==> src/rtl/snake_engine.sv <==
// Snake game engine on a 16x16 grid: segment shift register, LFSR food placement and game FSM.
// Optional build macro SNAKE_WRAP_EN makes the grid edges wrap instead of ending the game.
module snake_engine #(
   parameter int unsigned WIN_LEN   = 15,
   parameter logic [7:0]  INIT_HEAD = 8'h88,
   parameter logic [7:0]  LFSR_SEED = 8'hA5
) (
   input  logic         Clk,
   input  logic         Reset_n,
   input  logic         Start,
   input  logic         BtnU,
   input  logic         BtnD,
   input  logic         BtnL,
   input  logic         BtnR,
   input  logic         Tick,
   output logic         Qi,
   output logic         Qc,
   output logic         Qw,
   output logic         Ql,
   output logic [7:0]   Food,
   output logic [3:0]   Length,
   output logic [127:0] Locations_Flat
);

`ifdef SNAKE_WRAP_EN
   localparam bit WRAP_EN = 1'b1;
`else
   localparam bit WRAP_EN = 1'b0;
`endif

   typedef enum logic [2:0] {S_INIT, S_FOOD, S_PLAY, S_WIN, S_LOSE} state_t;
   typedef enum logic [1:0] {DIR_U, DIR_D, DIR_L, DIR_R} dir_t;

   state_t     state, state_nxt;
   dir_t       dir, dir_nxt, req;
   logic       req_vld;
   logic [7:0] seg [16];
   logic [7:0] lfsr, lfsr_nxt;
   logic [7:0] next_head;
   logic [3:0] row, col;
   logic       at_edge, wall, eat, self_hit, food_hit, win;

   function automatic dir_t opposite(input dir_t d);
      case (d)
         DIR_U:   return DIR_D;
         DIR_D:   return DIR_U;
         DIR_L:   return DIR_R;
         default: return DIR_L;
      endcase
   endfunction

   assign lfsr_nxt = {lfsr[6:0], lfsr[7] ^ lfsr[5] ^ lfsr[4] ^ lfsr[3]};
   assign row      = seg[0][7:4];
   assign col      = seg[0][3:0];

   always_comb begin
      food_hit = 1'b0;
      for (int unsigned k = 0; k < 16; k++)
         if (k < 32'(Length) && seg[k] == lfsr_nxt) food_hit = 1'b1;
   end

   // 4-bit row/col arithmetic wraps on its own; at_edge decides whether that is a wall hit.
   always_comb begin
      next_head = seg[0];
      at_edge   = 1'b0;
      case (dir)
         DIR_U: begin next_head = {row - 4'd1, col}; at_edge = (row == 4'd0); end
         DIR_D: begin next_head = {row + 4'd1, col}; at_edge = (row == 4'hF); end
         DIR_L: begin next_head = {row, col - 4'd1}; at_edge = (col == 4'd0); end
         DIR_R: begin next_head = {row, col + 4'd1}; at_edge = (col == 4'hF); end
      endcase
   end

   assign wall = at_edge && !WRAP_EN;
   assign eat  = (next_head == Food);
   assign win  = eat && ((Length + 4'd1) == 4'(WIN_LEN));

   // The tail cell is vacated by a plain move, but stays occupied when the snake grows.
   always_comb begin
      self_hit = 1'b0;
      for (int unsigned k = 1; k < 16; k++)
         if (seg[k] == next_head &&
             ((k + 2 <= 32'(Length)) || (eat && (k + 1 == 32'(Length)))))
            self_hit = 1'b1;
   end

   always_comb begin
      req     = dir;
      req_vld = 1'b1;
      if (BtnU)      req = DIR_U;
      else if (BtnD) req = DIR_D;
      else if (BtnL) req = DIR_L;
      else if (BtnR) req = DIR_R;
      else           req_vld = 1'b0;
      dir_nxt = (req_vld && req != opposite(dir)) ? req : dir;
   end

   always_ff @(posedge Clk or negedge Reset_n) begin
      if (!Reset_n) state <= S_INIT;
      else          state <= state_nxt;
   end

   always_comb begin
      state_nxt = state;
      case (state)
         S_INIT: if (Start) state_nxt = S_FOOD;
         S_FOOD: if (!food_hit) state_nxt = S_PLAY;
         S_PLAY: begin
            if (Tick) begin
               if (wall || self_hit) state_nxt = S_LOSE;
               else if (eat)         state_nxt = win ? S_WIN : S_FOOD;
            end
         end
         S_WIN, S_LOSE: if (Start) state_nxt = S_INIT;
         default: state_nxt = S_INIT;
      endcase
   end

   always_comb begin
      Qi = (state == S_INIT);
      Qc = (state == S_FOOD);
      Qw = (state == S_WIN);
      Ql = (state == S_LOSE);
   end

   always_ff @(posedge Clk or negedge Reset_n) begin
      if (!Reset_n) begin
         seg[0] <= INIT_HEAD;
         seg[1] <= INIT_HEAD - 8'd1;
         for (int unsigned k = 2; k < 16; k++) seg[k] <= '0;
         Length <= 4'd2;
         dir    <= DIR_R;
         Food   <= LFSR_SEED;
         lfsr   <= LFSR_SEED;
      end else begin
         case (state)
            S_FOOD: begin
               lfsr <= lfsr_nxt;
               if (!food_hit) Food <= lfsr_nxt;
            end
            S_PLAY: begin
               dir <= dir_nxt;
               if (Tick && !wall && !self_hit) begin
                  seg[0] <= next_head;
                  for (int unsigned k = 1; k < 16; k++) seg[k] <= seg[k-1];
                  if (eat) Length <= Length + 4'd1;
               end
            end
            // Restart loads the initial snake on the same edge that enters INIT.
            S_WIN, S_LOSE: begin
               if (Start) begin
                  seg[0] <= INIT_HEAD;
                  seg[1] <= INIT_HEAD - 8'd1;
                  for (int unsigned k = 2; k < 16; k++) seg[k] <= '0;
                  Length <= 4'd2;
                  dir    <= DIR_R;
               end
            end
            default: ;
         endcase
      end
   end

   always_comb begin
      Locations_Flat = '0;
      for (int unsigned k = 0; k < 16; k++)
         Locations_Flat[127 - 8*k -: 8] = seg[k];
   end

endmodule

==> config.mk <==
export PLATFORM = sky130hd
export DESIGN_NAME = snake_engine
export DESIGN_NICKNAME = d
export VERILOG_FILES = /design/src/rtl/snake_engine.sv
export SDC_FILE = /design/constraint.sdc
export NUM_CORES = 1
export LEC_CHECK = 0
export BUFFER_PORTS_ARGS = -buffer_cell sky130_fd_sc_hd__buf_2
export CORE_ASPECT_RATIO = 0.9
export CORE_MARGIN = 1.5
export CORE_UTILIZATION = 39
export DETAILED_ROUTE_END_ITERATION = 8
export GPL_ROUTABILITY_DRIVEN = 0
export PLACE_DENSITY_LB_ADDON = 0.1
export SKIP_LAST_GASP = 1
export SLEW_MARGIN = 20
export SYNTH_ARGS = -nofsm -noshare
export SYNTH_HDL_FRONTEND = slang
export SYNTH_SLANG_ARGS = --single-unit
==> constraint.sdc <==
create_clock -name Clk -period 7.5 [get_ports Clk]
set_input_delay 1.125 -clock Clk [delete_from_list [all_inputs] [get_ports Clk]]
set_output_delay 1.125 -clock Clk [all_outputs]
set_load 0.02 [all_outputs]
==> results_dict.tcl <==
set metrics [dict create \
    grt_pass1_vias 8682 \
    syn-cell-area_um2 11200 \
    coreArea_um2 28100 \
    maxSlewHeadroom_pct 25.9 \
    drc_errors 0 \
    cap_violations 0 \
    grtUsageTotal_pct 26.7 \
    grt-ovfl-total 0 \
    area_delta_synth_final_pct 13.3 \
    syn_nets 1159 \
    register_area_um2 3850 \
    leakagePower_nw 5.82 \
    final_cells 1623 \
    hold_violations 0 \
    min_period_ns 5.87 \
    async_flop_share_pct 100 \
    cp-start-kind "register" \
    fmax_ghz 0.170 \
    timing.rr.start "dir[1]$_DFFE_PN1P_" \
    wl_per_cell_um 23.9 \
    die-width_um 182 \
    synthFlopType "dfrtp_1" \
    cts_root_buf "clkbuf_16" \
    dp_cells 1591 \
    slew_viol_final 0 \
    ff2ff_setup_slack_ns 1.63 \
    rsz0062_at_grt "no" \
    yosys_warnings 0 \
    nets 1268 \
    dr.pass1.iters 7 \
    vdd_ir_drop_max_mv 0.201 \
    status "finished, final reports clean" \
    wirelength_um 38700 \
    fp.dieH_um 164 \
    hpwl_um 27500 \
    clkTransAtPathRegs_ns 0.08 \
    boundaryPins 152 \
    antennaDiodeCount 0 \
    reg2regPathDepth 15 \
    crit_path_end_kind "register" \
    cts_setup_buffers 0 \
    ys_types 75 \
    htree_levels 4 \
    path_cells "clkinv_4, nand2_1, inv_1, fa_1, xnor2_1, mux2i_4, xnor2_1, nor2_1, nand4_1, a31oi_1, nor4_1, nand4_4, nor2_4, buf_4, mux2_2" \
    drive_gt1_share_pct 24.4 \
    grt_max_degree 87 \
    start_util_pct 39.8 \
    synth_edf_count 0 \
    tightestPinTransition_ns 1.08 \
    viasPerCell 5.54 \
    final_common_cell "xnor2_1" \
    hold_end "Locations_Flat[5]$_DFFE_PN0P_" \
    yosys.area.top_type "dfrtp_1" \
    synthTopCellsByArea "dfrtp_1 (30%), xnor2_1 (13%), mux2i_1 (7.0%), xor2_1 (6.7%), mux2_4 (6.0%)" \
    synth.avg_cell_area_um2 9.81 \
    fill_cells 2748 \
    cts_tree "done" \
    final_cell_mix "xnor2_1 (160), buf_2 (150), dfrtp_1 (136), nand2_1 (99), xor2_1 (85)" \
    timing.rr.end "Locations_Flat[16]$_DFFE_PN0P_" \
    cp_common_cell "xnor2_1" \
    synthCells 1141 \
    slowest_delay_ns 0.89 \
    core.rowCount 58 \
    antenna_found_initial 1 \
    dieArea_um2 29700 \
    path_class "reg -> reg" \
    crit_required_ns 7.82 \
    dr_total_vias 8998 \
    clockBufferDepth 2 \
    cp_max_fo 34 \
    skew_ns 0.0165 \
    finalSetupViolations 0 \
    cts_resized 0 \
    synth_top_area_share_pct 30.4 \
    worstPathArrival_ns 6.19 \
    portBuffers 151 \
    clk_latency_ns 0.44 \
    slowest_stage "dfstp_2" \
    multiInputGateArea_um2 6480 \
    hp-start "Locations_Flat[5]$_DFFE_PN0P_" \
    grt_pass1_wl_um 58800 \
    pwr_density_cell_nw_per_um2 533 \
    worstHoldPathCells 2 \
    holdBufCountCts 0 \
    numCtsBuffers 17 \
    drt_iter0_markers 767 \
    fin_crit_sh_pct 78.3 \
    synth_seq_area_share_pct 34.4 \
    crit_buf_inv 3 \
    drt.antenna.violating_nets 0 \
    hold_class "reg -> reg" \
    setup_tns_ns 0 \
    p_total_mw 6.76 \
    cp_top_family "simple AND/OR/NAND/NOR gates" \
    cts_sinks 153 \
    synth-seq-cells 153 \
]
==> final cells by class <==
class	count	area share, %
multi-input cells	822	51.2
clock buffers	19	3.57
clock inverters	13	1.24
flip-flops and latches	153	30.4
repair buffers	169	7.47
well taps	360	3.55
inverters	87	2.62
==> state kept, by name, indices dropped and copies added (netlist names) <==
register        count
Food                8
Length              4
Locations_Flat    128
dir                 2
lfsr                8
state               3
==> cell families after synthesis <==
family                   Yosys count  share of synthesized area (%)
AND/OR/NAND/NOR                  310                           13.2
multiplexers                     149                           15.8
buffers and inverters            166                           7.75
flip-flops                       153                           34.4
XOR/XNOR                         256                           21.3
adder cells (fa/ha/maj)           10                           1.25
AO/OA/AOI/OAI                     97                           6.21
==> layer usage <==
metal | vias to the layer above | wire (um) | track usage (%)
met5 | - | 0 | 0
met4 | 0 | 631 | 5.83
met3 | 35 | 2570 | 5.17
met2 | 343 | 17100 | 40.6
met1 | 4557 | 18500 | 39.1
li1 | 4063 | - | -
==> metrics by stage <==
| step | cell area, um^2 | hold WS (ns) | util (%) | setup slack [ns] |
|---|---|---|---|---|
| floorplan | 11200 | 0.538 | - | 3.26 |
| global placement | 12100 | 0.511 | 42.9 | 1.86 |
| detailed placement | 12100 | 0.517 | 42.9 | 1.75 |
| CTS | 12700 | 0.528 | 45.1 | 1.73 |
| global route | 12700 | 0.553 | 45.1 | 1.30 |
| finish | 12700 | 0.521 | 45.1 | 1.63 |
==> how the worst max path moves through the flow <==
stage                                  start                               to  slack (ns)  cells past startpoint
after floorplan           dir[1]$_DFFE_PN1P_  Locations_Flat[100]$_DFFE_PN0P_        3.26                     18
after global placement    dir[1]$_DFFE_PN1P_   Locations_Flat[64]$_DFFE_PN0P_        1.86                     15
after detailed placement  dir[1]$_DFFE_PN1P_   Locations_Flat[16]$_DFFE_PN0P_        1.75                     15
after CTS                 dir[1]$_DFFE_PN1P_   Locations_Flat[16]$_DFFE_PN0P_        1.73                     15
after global routing      dir[1]$_DFFE_PN1P_   Locations_Flat[16]$_DFFE_PN0P_        1.30                     15
final                     dir[1]$_DFFE_PN1P_   Locations_Flat[16]$_DFFE_PN0P_        1.63                     15
==> where the power goes <==
| part | total (mW) | switching, mW | internal, mW |
|---|---|---|---|
| clock network | 0.919 | 0.401 | 0.518 |
| logic | 3.94 | 2.24 | 1.70 |
| registers | 1.90 | 0.742 | 1.16 |
==> worst register-to-register path, cell delays in order, from the launching register on <==
cell and delay (ns):
dfstp_2 0.89, clkinv_4 0.41, nand2_1 0.25, inv_1 0.07
fa_1 0.37, xnor2_1 0.20, mux2i_4 0.67, xnor2_1 0.21
nor2_1 0.06, nand4_1 0.14, a31oi_1 0.12, nor4_1 0.58
nand4_4 0.31, nor2_4 0.76, buf_4 0.35, mux2_2 0.36
==> synthesized netlist by cell type, types with 4 or more instances <==
library cell	number
xor2_1	85
xnor2_1	161
a2111oi_0	4
o22ai_1	4
nand2_1	100
nor2b_1	5
a21oi_1	21
nand3_1	22
mux2i_1	78
clkbuf_1	25
buf_12	5
dfstp_2	17
buf_2	23
dfrtp_1	136
o31ai_1	5
a31oi_1	9
ha_1	8
nand4_1	28
nor3_1	27
o21ai_0	14
inv_1	84
nor2_1	76
mux2_4	45
xnor3_1	7
buf_4	11
buf_6	10
nand2b_1	7
nor4_1	26
mux2_2	24
Power figures use the tool's default switching activity.
